===== config.mk =====
export PLATFORM = sky130hd
export DESIGN_NAME = fifo_rd_drain
export DESIGN_NICKNAME = d
export VERILOG_FILES = /design/src/rtl/fifo_rd_drain.sv
export SDC_FILE = /design/constraint.sdc
export NUM_CORES = 1
export LEC_CHECK = 0
export CAP_MARGIN = 30
export CORE_MARGIN = 4
export CORE_UTILIZATION = 30
export CTS_BUF_LIST = sky130_fd_sc_hd__clkbuf_4
export CTS_CLUSTER_DIAMETER = 100
export DETAILED_ROUTE_END_ITERATION = 8
export PLACE_DENSITY = 0.55
export SLEW_MARGIN = 10
export SYNTH_ARGS = -nofsm -noshare
export SYNTH_HDL_FRONTEND = slang
export SYNTH_SLANG_ARGS = --single-unit

===== constraint.sdc =====
create_clock -name r_clk -period 2.8 [get_ports r_clk]
set_input_delay 0.28 -clock r_clk [delete_from_list [all_inputs] [get_ports r_clk]]
set_output_delay 0.28 -clock r_clk [all_outputs]
set_load 0.05 [all_outputs]

===== src/rtl/fifo_rd_drain.sv =====
// Read-side drain for the dual-clock FIFO: 1-cycle-latency read port -> 2-entry buffer -> framed valid/ready stream.
// Optional statistics (rd_count, err_spur) are built only when FIFO_RD_DRAIN_STATS_EN is defined.
module fifo_rd_drain #(
  parameter int DATA_WIDTH = 8,
  parameter int BURST_LEN  = 4,
  parameter int BEAT_W     = 8
) (
  input  logic                  r_clk,
  input  logic                  r_rst_n,
  input  logic                  r_empty,
  input  logic                  r_valid,
  input  logic [DATA_WIDTH-1:0] r_data,
  output logic                  r_en,
  output logic [DATA_WIDTH-1:0] m_data,
  output logic                  m_valid,
  input  logic                  m_ready,
  output logic                  m_last,
  output logic [15:0]           rd_count,
  output logic                  err_spur
);

  localparam logic [BEAT_W-1:0] BEAT_MAX = BEAT_W'(BURST_LEN - 1);

  function automatic logic [BEAT_W-1:0] beat_next(input logic [BEAT_W-1:0] b);
    return (b == BEAT_MAX) ? '0 : b + 1'b1;
  endfunction

  function automatic logic [15:0] sat_inc16(input logic [15:0] c);
    return (c == 16'hFFFF) ? c : c + 16'd1;
  endfunction

  logic [1:0]            occ;
  logic                  inflight_p1;
  logic [BEAT_W-1:0]     beat;
  logic                  rd_ptr;
  logic                  wr_ptr;
  logic [DATA_WIDTH-1:0] buf_q [2];

  logic       pop;
  logic       capture;
  logic [2:0] occ_sum;

  assign m_valid = (occ != 2'd0);
  assign m_data  = buf_q[rd_ptr];
  assign m_last  = m_valid & (beat == BEAT_MAX);
  assign pop     = m_valid & m_ready;
  assign capture = r_valid & inflight_p1;

  // Words already committed to the buffer after this cycle's pop; a new request is safe only below 2.
  assign occ_sum = {1'b0, occ} + {2'b00, inflight_p1} - {2'b00, pop};
  assign r_en    = r_rst_n & ~r_empty & (occ_sum < 3'd2);

  // Stage p0 -> p1: request issued, FIFO returns the word one cycle later.
  always_ff @(posedge r_clk) begin
    if (!r_rst_n) begin
      occ         <= 2'd0;
      inflight_p1 <= 1'b0;
      beat        <= '0;
      rd_ptr      <= 1'b0;
      wr_ptr      <= 1'b0;
    end else begin
      inflight_p1 <= r_en;
      if (capture) wr_ptr <= ~wr_ptr;
      if (pop) begin
        rd_ptr <= ~rd_ptr;
        beat   <= beat_next(beat);
      end
      case ({capture, pop})
        2'b10:   occ <= occ + 2'd1;
        2'b01:   occ <= occ - 2'd1;
        default: occ <= occ;
      endcase
    end
  end

  // Stage p1 -> buffer: data storage carries no reset.
  always_ff @(posedge r_clk) begin
    if (capture) buf_q[wr_ptr] <= r_data;
  end

`ifdef FIFO_RD_DRAIN_STATS_EN
  logic [15:0] rd_count_q;
  logic        err_spur_q;

  always_ff @(posedge r_clk) begin
    if (!r_rst_n) begin
      rd_count_q <= 16'd0;
      err_spur_q <= 1'b0;
    end else begin
      if (pop) rd_count_q <= sat_inc16(rd_count_q);
      if (r_valid && !inflight_p1) err_spur_q <= 1'b1;
    end
  end

  assign rd_count = rd_count_q;
  assign err_spur = err_spur_q;
`else
  assign rd_count = 16'd0;
  assign err_spur = 1'b0;
`endif

endmodule

; ---- After elaboration in Yosys (flattened, before gate mapping)
; Memory sizes are Yosys's and may differ from the RTL's. A register that Yosys moved wholly into a read port is not among the register bits.
; Cells that the tools add are included.
[op_classes]
n_addsub = 5
order_cmp = 1
eq_ne = 3
n_mux = 6
bitwise_logic = 8
n_reduce_logical = 2
[ops]
columns = op, n
row1 = "adder 8 x 1 -> 8 bit, second input constant", 1
row2 = "equality test 8 x 2 -> 1 bit, second input constant", 1
row3 = 2-to-1 mux 8 bit, 1
row4 = bitwise AND 1 bit, 5
row5 = 2-to-1 mux 1 bit, 4
row6 = case mux 2 bit (2 select lines), 1
row7 = nonzero test 2 bit, 2
row8 = adder 2 x 1 -> 3 bit, 1
row9 = "< comparator 3 x 2 -> 1 bit, second input constant", 1
row10 = inverter 1 bit, 3
row11 = subtractor 3 x 1 -> 3 bit, 1
row12 = "adder 2 x 1 -> 2 bit, second input constant", 1
row13 = "equality test 2 x 1 -> 1 bit, second input constant", 1
row14 = "equality test 2 bit, second input constant", 1
row15 = "subtractor 2 x 1 -> 2 bit, second input constant", 1
[word_totals]
ff_bits = 13
ramBits = 16
out_inout_bits = 28
elab_cells = 31
n_memories = 1
[mem_list]
columns = name, words, word_bits, rd, rd_ports_with_merged_regs, write_ports, line
row1 = buf_q, 2, 8, 1, 1, 1, 37  ; logic [DATA_WIDTH-1:0] buf_q [2];

; ---- Logic depth before layout (Yosys ltp)
; Gate-level depths: netlist (run 1).
[depth]
depth_word = 5
mapped_depth = 8
ltp_nobuf = 7

; ---- Worst setup path before layout (run 1)
; Ideal clock, no wire load.
[synth_path]
kind = flip-flop to output port
start = register occ[1]
end = output port r_en
t_arrival_ns = 2.806
t_required_ns = 2.520
slack_ns = -0.286
path_stages_with_launch = 9
path_buffers = 1
cell_sequence = dfxtp_1 buf_6 o21ai_4 inv_1 ha_1 nand2b_1 fa_1 xor2_1 nor3_1
[synth_via]
elab_chain_cells = 5
[synth_rtl]
columns = element, line
row1 = start: declaration, 32  ; logic [1:0] occ;
row2 = start signal: assignment, 69  ; 2'b10: occ <= occ + 2'd1;
row3 = start signal: assignment, 70  ; 2'b01: occ <= occ - 2'd1;
row4 = nonzero test 2 bit, 43  ; assign m_valid = (occ != 2'd0);
row5 = bitwise AND 1 bit, 46  ; assign pop = m_valid & m_ready;
row6 = named net pop, 39  ; logic pop;
row7 = subtractor 3 x 1 -> 3 bit, 50  ; assign occ_sum = {1'b0, occ} + {2'b00, inflight_p1} - {2'b00, pop};
row8 = < comparator 3 x 2 -> 1 bit, 51  ; assign r_en = r_rst_n & ~r_empty & (occ_sum < 3'd2);
row9 = bitwise AND 1 bit, 51
row10 = end: declaration, 13  ; output logic r_en,
; The timed path passes the listed nets, and every way through them passes these cells.

; ---- Worst setup path in the final report (run 1)
[layout_path]
start = register occ[0]
end = output port r_en
; The elaborated chain is that of the path after synthesis.

==> flow_summary.toml, run 1 <==
[outcome]
outcome = "complete, no violations"

[critical_path]
r2r_slack_ns = 0.87
reg2reg_from = "occ[0]"
rr_endpoint = "inflight_p1"
critPathCaptureType = "output port"
critical_path.startpoint_type = "flip-flop"
worstPathCellList = "o21ai_4, inv_1, ha_1, nand2b_1, fa_1, xor2_1, nor3_4, buf_12"
arrival_ns = 2.34
cp_max_fo = 7
cp_top_family = "adder cells"
critical_path_class = "reg2out"
critical_path.slowest_cell = "dfxtp_1"
crit_buf_inv = 2
reg2reg_depth = 7
max_stage_delay_ns = 0.41
crit_required_ns = 2.52

[timing]
holdWs_ns = 0.490
slew_headroom = 0.517
hold_viol = 0
setup_viol = 0
worstMarginPinSlew_ns = 0.722
clock_skew_ns = 0.00431
fmax_mhz = 382
rsz0062_at_grt = "no"
drv_slew = 0
final.min_clock_period_ns = 2.62
setup_tns_ns = 0
period_share = 0.934

[place]
place_inst = 191
hpwl_um = 1730
gp_congestion = 0.776
io_buffers = 23

[routing]
viasPerCell = 4.47
drt_wl_total_um = 2350
dr.pass1.iters = 4
ant_nets = 0
wire_per_inst_um = 11.8
drt_iter0_drc = 24
drc = 0
num_vias = 890

[finish]
diodes = 0
nFillCells = 422
drive_gt1_frac = 0.163
mostFrequentLayoutCells = "21 x clkdlybuf4s50_1, 17 x conb_1, 16 x edfxtp_1"
area_growth_pct = 23.8
final_cells = 199
postLayoutCoreUtil = 0.397
final_common_cell = "clkdlybuf4s50_1"
nNetsFinal = 163

[clock_tree]
clk_path_buf_depth = 2
holdBufCountCts = 0
htreeDepth = 2
clk_pin_slew_ns = 0.09
cts_made_buffers = 5
cts_tree = "built"
insertion_delay_ns = 0.33
cts_root_buffer = "clkbuf_4"
cts_sinks = 30

[logic_synthesis]
yosysTopAreaCell = "edfxtp_1"
avgSynthCellArea_um2 = 12.1
synth_cell_type_count = 37
synth-edff-count = 16
synth_seq_cells = 30
ys_warn_count = 0
yosysSeqAreaShare = 0.531
synthCells = 118
yosys_most_used_dff = "edfxtp_1"
syn-cell-area_um2 = 1430
synth_area_leaders = "edfxtp_1 34%, dfxtp_1 20%, buf_4 8.9%"
synth.top_cell.area_share = 0.335
async_flop_share = 0

[power_and_ir_drop]
ir_worst_vdd_uv = 380
p_leak_nw = 0.670
powerDensity_nw_per_um2 = 863

[global_route]
grt.busiest_layer = "met2"
grtUsageMet1 = 0.101
grt_max_degree = 11
antenna_found_initial = 0
grt_pass1_wl_um = 3930
grt-ovfl-total = 0
track_usage = 0.0848
grt_pass1_vias = 871
met3_usage = 0.0316
use_met2 = 0.132

[worst_hold_path]
hp-start = "beat[7]"
hold-path-endpoint = "beat[7]"
min_delay_path_depth = 2
hp-class = "reg2reg"

[floorplan]
die_area_um2 = 5950
initial_core_util = 0.320
core_um2 = 4470
die_x_um = 77.1
placementRows = 24
ios = 41
die_y_um = 77.1

[job]
cap_violations = 0
cells by family after synthesis:
| kind of cell | Yosys count | share of synthesized area |
|---|---|---|
| multiplexers | 9 | 0.0699 |
| adder cells (fa/ha/maj) | 4 | 0.0402 |
| AO/OA/AOI/OAI | 17 | 0.0882 |
| other | 1 | 0.00262 |
| XOR/XNOR | 6 | 0.0367 |
| flip-flops | 30 | 0.531 |
| AND/OR/NAND/NOR | 29 | 0.119 |
| buffers and inverters | 22 | 0.113 |
Yosys cell counts (2+ instances only):
cell	number
nand2_1	4
ha_1	3
buf_6	2
and2_1	4
inv_1	2
dfxtp_1	14
o21ai_0	5
or3_1	5
nand3_1	2
edfxtp_1	16
nor2_1	3
xnor2_1	3
a21oi_1	5
buf_4	17
mux2_2	8
nor3_1	2
xor2_1	3
worst max path at each step:
stage	from	slack (ns)	depth (start not counted)	end
floorplan	occ[1]	0.13	8	r_en
global placement	m_ready	0.22	9	r_en
detailed placement	m_ready	0.17	9	r_en
CTS	beat[0]	0.004	4	m_last
global route	occ[0]	0.03	8	r_en
finish	occ[0]	0.18	8	r_en
tightest hold or removal path, stage by stage (launching register included):
cell	delay (ns)
dfxtp_1	0.33
o31ai_1	0.06
a21oi_1	0.06
stage by stage:
stage | area (um^2) | power, mW | worst slack, ns
2_1_floorplan | 1500 | 0.995 | 0.133
3_5_place_dp | 1660 | 1.11 | 0.171
6_report | 1770 | 1.53 | 0.184
4_1_cts | 1770 | 1.55 | 0.00431
3_3_place_gp | 1660 | 1.11 | 0.224
5_1_grt | 1770 | 1.62 | 0.0264
layout make-up:
| type | count | area (um^2) | share of cell area |
|---|---|---|---|
| repair buffers | 25 | 258 | 0.145 |
| clock buffers | 5 | 37.5 | 0.0212 |
| clock inverters | 3 | 63.8 | 0.0360 |
| multi-input cells | 82 | 582 | 0.328 |
| flip-flops and latches | 30 | 761 | 0.429 |
| well taps | 52 | 65.1 | 0.0367 |
| inverters | 2 | 7.51 | 0.00423 |
power by group:
group	internal [mW]	total (mW)	switching, mW
clock	0.275	0.423	0.148
sequential	0.512	0.562	0.0495
combinational	0.218	0.546	0.328
what timing repair did:
| action | CTS | global route |
|---|---|---|
| resized for setup | 0 | 2 |
| buffers inserted | 0 | 0 |
| endpoints found under the setup margin | 0 | 2 |
routing by layer:
layer  wire [um]  part of all wire  up-vias
li1            -                 -      447
met1        1060              0.45      398
met2        1040              0.44       38
met3         197             0.084        7
met4          55             0.023        0
met5           0                 0        -
registers in the layout, summed over array words and instances (netlist names), named ones only:
name,flops
beat,8
inflight_p1,1
occ,2
rd_ptr,1
wr_ptr,1
buf_q,16
(Power assumes the default switching activity.)
==> run 2: changes to the inputs <==
- CORE_ASPECT_RATIO: not set -> 1.25
- GPL_TIMING_DRIVEN: not set -> 0
- SLEW_MARGIN: 10 -> not set
==> flow_summary.toml, run 2 (synthesis gave the netlist of run 1 again) <==
[finish]
drive_gt1_frac = 0.255
nNetsFinal = 182
diodes = 0
final_common_cell = "clkdlybuf4s50_1"
area_growth_pct = 29.5
post-route-cell-area_um2 = 1860
largest_register = "buf_q"
top_regs = "buf_q (16), beat (8), occ (2)"
mostFrequentLayoutCells = "21 x clkdlybuf4s50_1, 19 x buf_4, 17 x conb_1"
largest_reg_flops = 16

[timing]
hold_viol = 0
final.min_clock_period_ns = 2.61
drv_slew = 0
period_share = 0.933
setup_viol = 0
rsz0062_at_grt = "no"
worstMarginPinSlew_ns = 0.726
clock_skew_ns = 0.00567
slew_headroom = 0.514
fmax_mhz = 383

[power_and_ir_drop]
p_leak_nw = 0.745
p_sw_mw = 0.521
ir_worst_vdd_uv = 367
powerDensity_nw_per_um2 = 733
clkPwrFrac = 0.169
sw_frac_of_total = 0.383
total_power_mw = 1.36
seqPwrFrac = 0.392
power.internal_mw = 0.840
p_comb_frac = 0.439

[routing]
dr.pass1.iters = 4
drt_iter0_drc = 24
viasPerCell = 4.31
drc = 0
num_vias = 961
drt_wl_total_um = 2530
wire_per_inst_um = 11.3
ant_nets = 0

[global_route]
track_usage = 0.0946
grt_pass1_vias = 1027
grt_max_degree = 10
antenna_found_initial = 0
grt-ovfl-total = 0
grt_pass1_wl_um = 4470

[job]
cap_violations = 0

[clock_tree]
insertion_delay_ns = 0.32
clk_pin_slew_ns = 0.09
cts_tree = "built"
cts_root_buffer = "clkbuf_4"
cts_sinks = 30
holdBufCountCts = 0
htreeDepth = 2
clk_path_buf_depth = 2
cts_made_buffers = 5

[place]
io_buffers = 23
hpwl_um = 1910
gp_congestion = 0.817
dpl-instance-area_um2 = 1800

[floorplan]
die_area_um2 = 5950
initial_core_util = 0.316
ios = 41
placementRows = 27
die_y_um = 85.3
core_um2 = 4530
die_x_um = 69.8

[critical_path]
critical_path_class = "reg2out"
r2r_slack_ns = 0.93
critPathCaptureType = "output port"
crit_required_ns = 2.52
arrival_ns = 2.33
reg2reg_from = "occ[1]"
critical_path.startpoint_type = "flip-flop"
cp_max_fo = 7
reg2reg_depth = 8
rr_endpoint = "inflight_p1"

[worst_hold_path]
hold-path-endpoint = "beat[7]"
min_delay_path_depth = 2
hp-class = "reg2reg"
hp-start = "beat[7]"

[outcome]
outcome = "complete, no violations"
[run 2: cell count changes in the layout (fill, tap and decap cells not counted)]
cell | before | now
nor3_2 | 0 | 1
nor3_4 | 1 | 0
buf_4 | 2 | 19
buf_12 | 1 | 0
clkinv_2 | 0 | 2
buf_6 | 0 | 2
bufinv_16 | 2 | 0
clkinv_1 | 1 | 0
clkbuf_1 | 0 | 1
[run 2: per-stage QoR]
step | worst slack (ns) | TNS, ns | instances | hold slack (ns) | util
final | 0.188 | 0 | 223 | 0.485 | 0.410
after global routing | 0.0311 | 0 | 223 | 0.504 | 0.410
after CTS | 0.0263 | 0 | 223 | 0.489 | 0.409
after detailed placement | -0.481 | -0.481 | 215 | 0.474 | 0.398
after global placement | -0.442 | -0.442 | 215 | 0.464 | 0.398
after floorplan | 0.133 | 0 | 134 | 0.359 | -
[run 2: worst max-delay path by stage]
stage	start	end	slack, ns	cells past startpoint
after floorplan	occ[1]	r_en	0.13	8
after global placement	m_ready	r_en	-0.44	9
after detailed placement	m_ready	r_en	-0.48	9
after CTS	beat[0]	m_last	0.03	4
after global routing	occ[1]	r_en	0.03	9
final	occ[1]	r_en	0.19	9
[run 2: what timing repair did]
action                     in CTS  in global routing
resized for setup               6                  1
pin swaps                       1                  0
setup endpoints to repair       1                  1
setup buffers                   1                  0
[run 2: cell type report]
type / count / area, um^2
clock inverters: 2 / 10.0
multi-input cells: 82 / 576
plain buffers: 20 / 154
fillers: 453 / 2670
flip-flops and latches: 30 / 761
repair buffers: 24 / 238
inverters: 2 / 7.51
clock buffers: 5 / 37.5
well taps: 58 / 72.6
[run 2: power by group through the flow]
stage	logic [mW]	registers, mW	clock network (mW)
floorplan	0.456	0.539	0
global placement	0.586	0.542	0
detailed placement	0.592	0.544	0
CTS	0.602	0.533	0.244
global route	0.643	0.540	0.263
finish	0.598	0.533	0.230
[run 2: worst max-delay path, stage by stage (launching register included)]
cell and delay, ns:
dfxtp_1 0.35, buf_6 0.14, o21ai_4 0.13, inv_1 0.07, ha_1 0.26, nand2b_1 0.15, fa_1 0.37, xor2_1 0.17
nor3_2 0.15, buf_4 0.22
[run 2: layer usage]
metal / global-route usage / part of all wire / vias to the layer above / wire length, um
li1: - / - / 479 / -
met1: 0.0955 / 0.40 / 435 / 1010
met2: 0.164 / 0.51 / 40 / 1280
met3: 0.0438 / 0.074 / 7 / 186
met4: 0.0453 / 0.020 / 0 / 50
met5: 0 / 0 / - / 0
==> RTL edit 1 (flow settings as in run 2) <==
`DATA_WIDTH`: 8 -> 9.
--- a/src/rtl/fifo_rd_drain.sv
+++ b/src/rtl/fifo_rd_drain.sv
@@ -1,7 +1,7 @@
 // Read-side drain for the dual-clock FIFO: 1-cycle-latency read port -> 2-entry buffer -> framed valid/ready stream.
 // Optional statistics (rd_count, err_spur) are built only when FIFO_RD_DRAIN_STATS_EN is defined.
 module fifo_rd_drain #(
-  parameter int DATA_WIDTH = 8,
+  parameter int DATA_WIDTH = 9,
   parameter int BURST_LEN  = 4,
   parameter int BEAT_W     = 8
 ) (
Interface: changed (resized m_data and r_data); port bits go from 41 to 43. The function was not compared with the original's and may differ.
==> RTL edit 1 against run 2 <==
Routed wire length grew 10%; core utilization shrank 0.27 points; sequential cell count grew 2; critical endpoint unchanged; largest cell class unchanged; area after synthesis grew 5.0%; sequential power grew 6.9%; hold slack gained 30 ps; total power grew 6.5%; final cell count grew 3.6%; highest routed layer unchanged; sequential share of layout area grew 1.0 points; setup slack lost 8.0 ps; design area grew 5.3%.
==> RTL edit 1: results (changes against run 2) <==
| Metric | Value |
|---|---|
| Synth Area in XOR/XNOR | 3.49% (-0.17 points) |
| Leak Pwr | 0.000775 uW (+4.0%) |
| EDFF count, synth | 18 (+2) |
| First-pass GRT wire length | 4.64 mm (+3.8%) |
| IO buf count | 25 (+8.7%) |
| CP max FO | 7 (unchanged) |
| Cells after synthesis | 121 (+2.5%) |
| Filler cell count | 471 (+4.0%) |
| Placed instance area | 1890 um2 (+5.2%) |
| Top post-synthesis cells by area | edfxtp_1 (36%), dfxtp_1 (19%), buf_4 (8.5%) |
| Max IR drop VDD | 0.369 mV (+0.52%) |
| Total GRT Usage | 9.69% (+0.23 points) |
| Vias per cell | 4.28 (-0.75%) |
| Final-stage net count | 188 (+3.3%) |
| Complex-gate fraction of the synthesized area | 8.40% (-0.42 points) |
| GPL Wtd Cong | 0.785 (-4.0%) |
| Net Sw Frac | 37.9% (-0.34 points) |
| Largest regs | buf_q (18), beat (8), occ (2) |
| Final std cells w/o fill | 231 (+3.6%) |
| Root Driver | clkbuf_4 |
| Synth Area in Adders | 3.83% (-0.19 points) |
| Vias in the first global route | 990 (-3.6%) |
| Final setup skew | 4.14 ps (-1.53 ps) |
| DRT iter0 DRCs | 34 (+42%) |
| Wire per inst | 12.1 um (+6.6%) |
| Hpwl dp | 2.13 mm (+12%) |
| R2r setup slk | 910 ps (-20 ps) |
| Outcome | finished clean |
| Seq/Total Area, Yosys | 54.6% (+1.5 points) |
| Layout cell share with drive strength beyond 1 | 24.6% (-0.89 points) |
| Post-synth top cells | edfxtp_1 (18), buf_4 (17), dfxtp_1 (14) |
| Slew margin rel. | 44.8% (-6.6 points) |
| Largest net degree at the start of global routing | 11 (+1) |
| Placed insts | 222 (+3.3%) |
| Mux contribution to synthesized area | 7.40% (+0.42 points) |
## RTL edit 1: through the flow
stage / TNS (ps) / setup slack, ps / utilization, %
floorplan: 0 / 133 / -
global placement: -448 / -448 / 39.5
detailed placement: -472 / -472 / 39.5
CTS: 0 / 12.6 / 40.7
global route: 0 / 51.0 / 40.7
finish: 0 / 180 / 40.7
## RTL edit 1: routing by layer
layer	track usage, %	share of wire (%)
met3	3.58	6.1
met1	10.3	39
met2	17.3	54
met4	3.59	0.47
met5	0	0
## RTL edit 1: cell type report
type                    instances  area share (%)
inverters                       2           0.384
flip-flops and latches         32            42.0
well taps                      60            3.84
clock inverters                 2           0.384
plain buffers                  20            7.87
repair buffers                 26            13.2
multi-input cells              83            30.0
clock buffers                   6            2.30
## RTL edit 1: power groups by stage
stage	sequential, uW	clock (uW)	combinational [uW]
6_report	570	252	627
5_1_grt	575	291	668
4_1_cts	571	270	632
3_3_place_gp	579	0	615
2_1_floorplan	576	0	475
3_5_place_dp	580	0	623
## RTL edit 1: repair_timing
item                                    4_1_cts  5_1_grt
pin swaps                                     1        0
gates resized for setup                       6        1
hold buffers                                  0        0
setup buffers                                 1        0
endpoints found under the setup margin        1        1
## RTL edit 1: cells by family after synthesis
logic type | count (synthesis)
xor gates and xnor gates | 6
buffers and inverters | 22
muxes | 10
AOI/OAI and AO/OA | 17
adders and majority gates | 4
other | 1
DFF | 32
and+or+nand+nor | 29
## RTL edit 1: worst max-delay path, delay by kind of cell (launching register included)
kind / cells / cell delay, ps
adder cells (fa/ha/maj): 2 / 640
buffers and inverters: 3 / 420
flip-flops: 1 / 350
AND/OR/NAND/NOR: 2 / 310
XOR/XNOR: 1 / 170
AO/OA/AOI/OAI: 1 / 120
## RTL edit 1: worst min-delay path by stage
| stage | startpoint | endpoint | slack (ps) | depth (start not counted) |
|---|---|---|---|---|
| 6_report | beat[7] | beat[7] | 520 | 2 |
| 5_1_grt | r_data[2] | buf_q[0][2] | 510 | 1 |
| 4_1_cts | beat[7] | beat[7] | 520 | 2 |
| 3_5_place_dp | beat[7] | beat[7] | 480 | 2 |
| 3_3_place_gp | beat[7] | beat[7] | 460 | 2 |
| 2_1_floorplan | r_empty | inflight_p1 | 360 | 1 |
==> RTL edit 2 (config.mk and constraints of run 2) <==
Without the edit above. One comparison of `beat` changes from == to >=.
--- a/src/rtl/fifo_rd_drain.sv
+++ b/src/rtl/fifo_rd_drain.sv
@@ -42,7 +42,7 @@
 
   assign m_valid = (occ != 2'd0);
   assign m_data  = buf_q[rd_ptr];
-  assign m_last  = m_valid & (beat == BEAT_MAX);
+  assign m_last  = m_valid & (beat >= BEAT_MAX);
   assign pop     = m_valid & m_ready;
   assign capture = r_valid & inflight_p1;
 
Formal check against the unedited RTL: no difference found for any inputs over 10 cycles, from zero or initial values and one cycle with r_rst_n low; that may be too few to reach the edited logic, so the function may still have changed.
==> RTL edit 2 against run 2 <==
Area after synthesis fell by 0.35%; count of clock-buffer cells in the layout unchanged; via count fell by 0.31%; design area increased by 0.61%; sequential cell count stayed put; setup slack lost 17 ps; routed wire length decreased by 1.6%; sequential share of layout area shrank 0.25 points.
Power is not compared: it rests on default switching activity, and its combinational part moved more than twofold at a synthesized area within 25%.
==> RTL edit 2: results (changes against run 2) <==
| Metric | Value |
|---|---|
| Outcome | finished clean |
| Number of iterations in the first detailed-routing pass | 2 (-2) |
| Hold Crit Class | in2reg |
| CP max stage cell | clkdlybuf4s50_1 |
| Clk_lat worst skew | 330 ps |
| Final std cells w/o fill | 222 (-0.45%) |
| Worst-Margin Slew | 693 ps (-33.0 ps) |
| Num CTS Buffers | 5 (unchanged) |
| Root Driver | clkbuf_4 |
| Reg2reg start | occ[1] |
| Final setup skew | 12.4 ps (+6.76 ps) |
| Post-synthesis async set-or-reset flop share | 0% (unchanged) |
| Total Wirelength | 2.49 mm (-1.6%) |
| Family with the most delay on the worst path | buffers and inverters |
| CP max FO | 6 (-1) |
| Min-delay src | m_ready |
| Beginning of the critical path | beat[3] |
| Clock transition at the registers of the reported paths | 100 ps |
| Clock Path Buffers | 2 (unchanged) |
| DRT iter0 DRCs | 19 (-21%) |
| Max IR drop VDD | 0.235 mV |
| Largest net degree at the start of global routing | 11 (+1) |
| Antenna cells | 0 (unchanged) |
| Final Setup Violations | 0 (unchanged) |
| Vias in the first global route | 1010 (-1.7%) |
| Final-stage net count | 178 (-2.2%) |
| Ys Warns | 0 (unchanged) |
| IO buf count | 22 (-4.3%) |
| Seq/Total Area, Yosys | 53.3% (+0.19 points) |
| Hpwl dp | 1.90 mm (-0.48%) |
| Leak Pwr | 0.000757 uW |
| Syn Area/Cell | 12.1 um2 (-0.35%) |
| Layout cell share with drive strength beyond 1 | 26.8% (+1.4 points) |
| # hold bufs at CTS | 0 (unchanged) |
| H-tree levels | 2 (unchanged) |
| Top post-synthesis cells by area | edfxtp_1 (34%), dfxtp_1 (20%), buf_4 (8.9%) |
| Initial antenna violation count | 0 (unchanged) |
| First-pass GRT wire length | 4.48 mm (+0.16%) |
| # Post-CTS Setup Buffers | 0 (-1) |
| Max incr delay on CP | 710 ps (+340 ps) |
| Routed via count | 958 (-0.31%) |
| Total GRT Usage | 9.51% (+0.047 points) |
| CP Data Arrival Time | 2350 ps (+20 ps) |
| Placed insts | 214 (-0.47%) |
| Synth Flop Type | edfxtp_1 |
| GPL Wtd Cong | 0.749 (-8.3%) |
| R2r setup slk | 1110 ps (+180 ps) |
| EDFF count, synth | 16 (unchanged) |
| Net Sw Frac | 29.4% |
| Post-synth top cells | buf_4 (17), edfxtp_1 (16), dfxtp_1 (14) |
| Largest regs | buf_q (16), beat (8), occ (2) |
| Cell variety after synth | 38 (+2.7%) |
==> RTL edit 2: cell type report <==
cell class                 count  area (um2)
fill                         433        2630
sequential                    30         761
multi-input combinational     82         583
timing repair buffer          22         221
buffer                        22         151
tap                           58        72.6
clock inverter                 3        40.0
clock buffer                   5        37.5
==> RTL edit 2: kinds of logic (layout without fill, tap and decap cells) <==
kind of cell | Yosys count | in the layout | share of synthesized area (%)
buffers and inverters | 22 | 52 | 10.6
AO/OA/AOI/OAI | 18 | 18 | 10.1
multiplexers | 9 | 9 | 7.01
flip-flops | 30 | 30 | 53.3
AND/OR/NAND/NOR | 29 | 29 | 11.1
other | 1 | 17 | 0.263
adder cells (fa/ha/maj) | 2 | 2 | 2.28
XOR/XNOR | 7 | 7 | 5.35
==> RTL edit 2: worst register-to-register path, delay by kind of cell (launching register included) <==
kind	cells	cell delay [ps]
adders and majority gates	1	410
DFF	1	340
and+or+nand+nor	2	270
AOI/OAI and AO/OA	1	260
buffers and inverters	1	180
xor gates and xnor gates	1	160
==> RTL edit 2: power by group through the flow <==
stage,registers [uW],logic [uW],clock network (uW)
floorplan,499,205,0
global placement,500,265,0
detailed placement,501,267,0
CTS,491,267,344
global route,493,287,371
finish,491,268,331
==> RTL edit 2: metal layers <==
layer  wire (um)  share of wire, %  vias to the layer above  track usage, %
li1            -                 -                      481               -
met1        1060                43                      444            10.6
met2        1250                50                       28            16.1
met3         138               5.5                        5            3.08
met4          38               1.5                        0            5.23
met5           0                 0                        -               0
==> RTL edit 2: path summary, 6_finish.rpt <==
check / to / cells past startpoint
setup reg to reg: inflight_p1 / 6
hold reg to reg: beat[6] / 2
setup / recovery: m_last / 3
hold / removal: occ[1] / 3
==> RTL edit 2: stage by stage <==
stage | power (uW) | worst slack, ps | hold WS, ps | area (um2)
after global placement | 765 | 17.0 | 489 | 1780
after global routing | 1150 | 34.9 | 428 | 1870
after detailed placement | 768 | -4.36 | 502 | 1780
after floorplan | 704 | 33.8 | 358 | 1490
after CTS | 1100 | 47.4 | 358 | 1860
final | 1090 | 171 | 385 | 1870
==> RTL edit 2: what timing repair did <==
item / 4_1_cts / 5_1_grt
pin swaps: 0 / 0
gates resized for setup: 4 / 1
endpoints found under the setup margin: 1 / 1
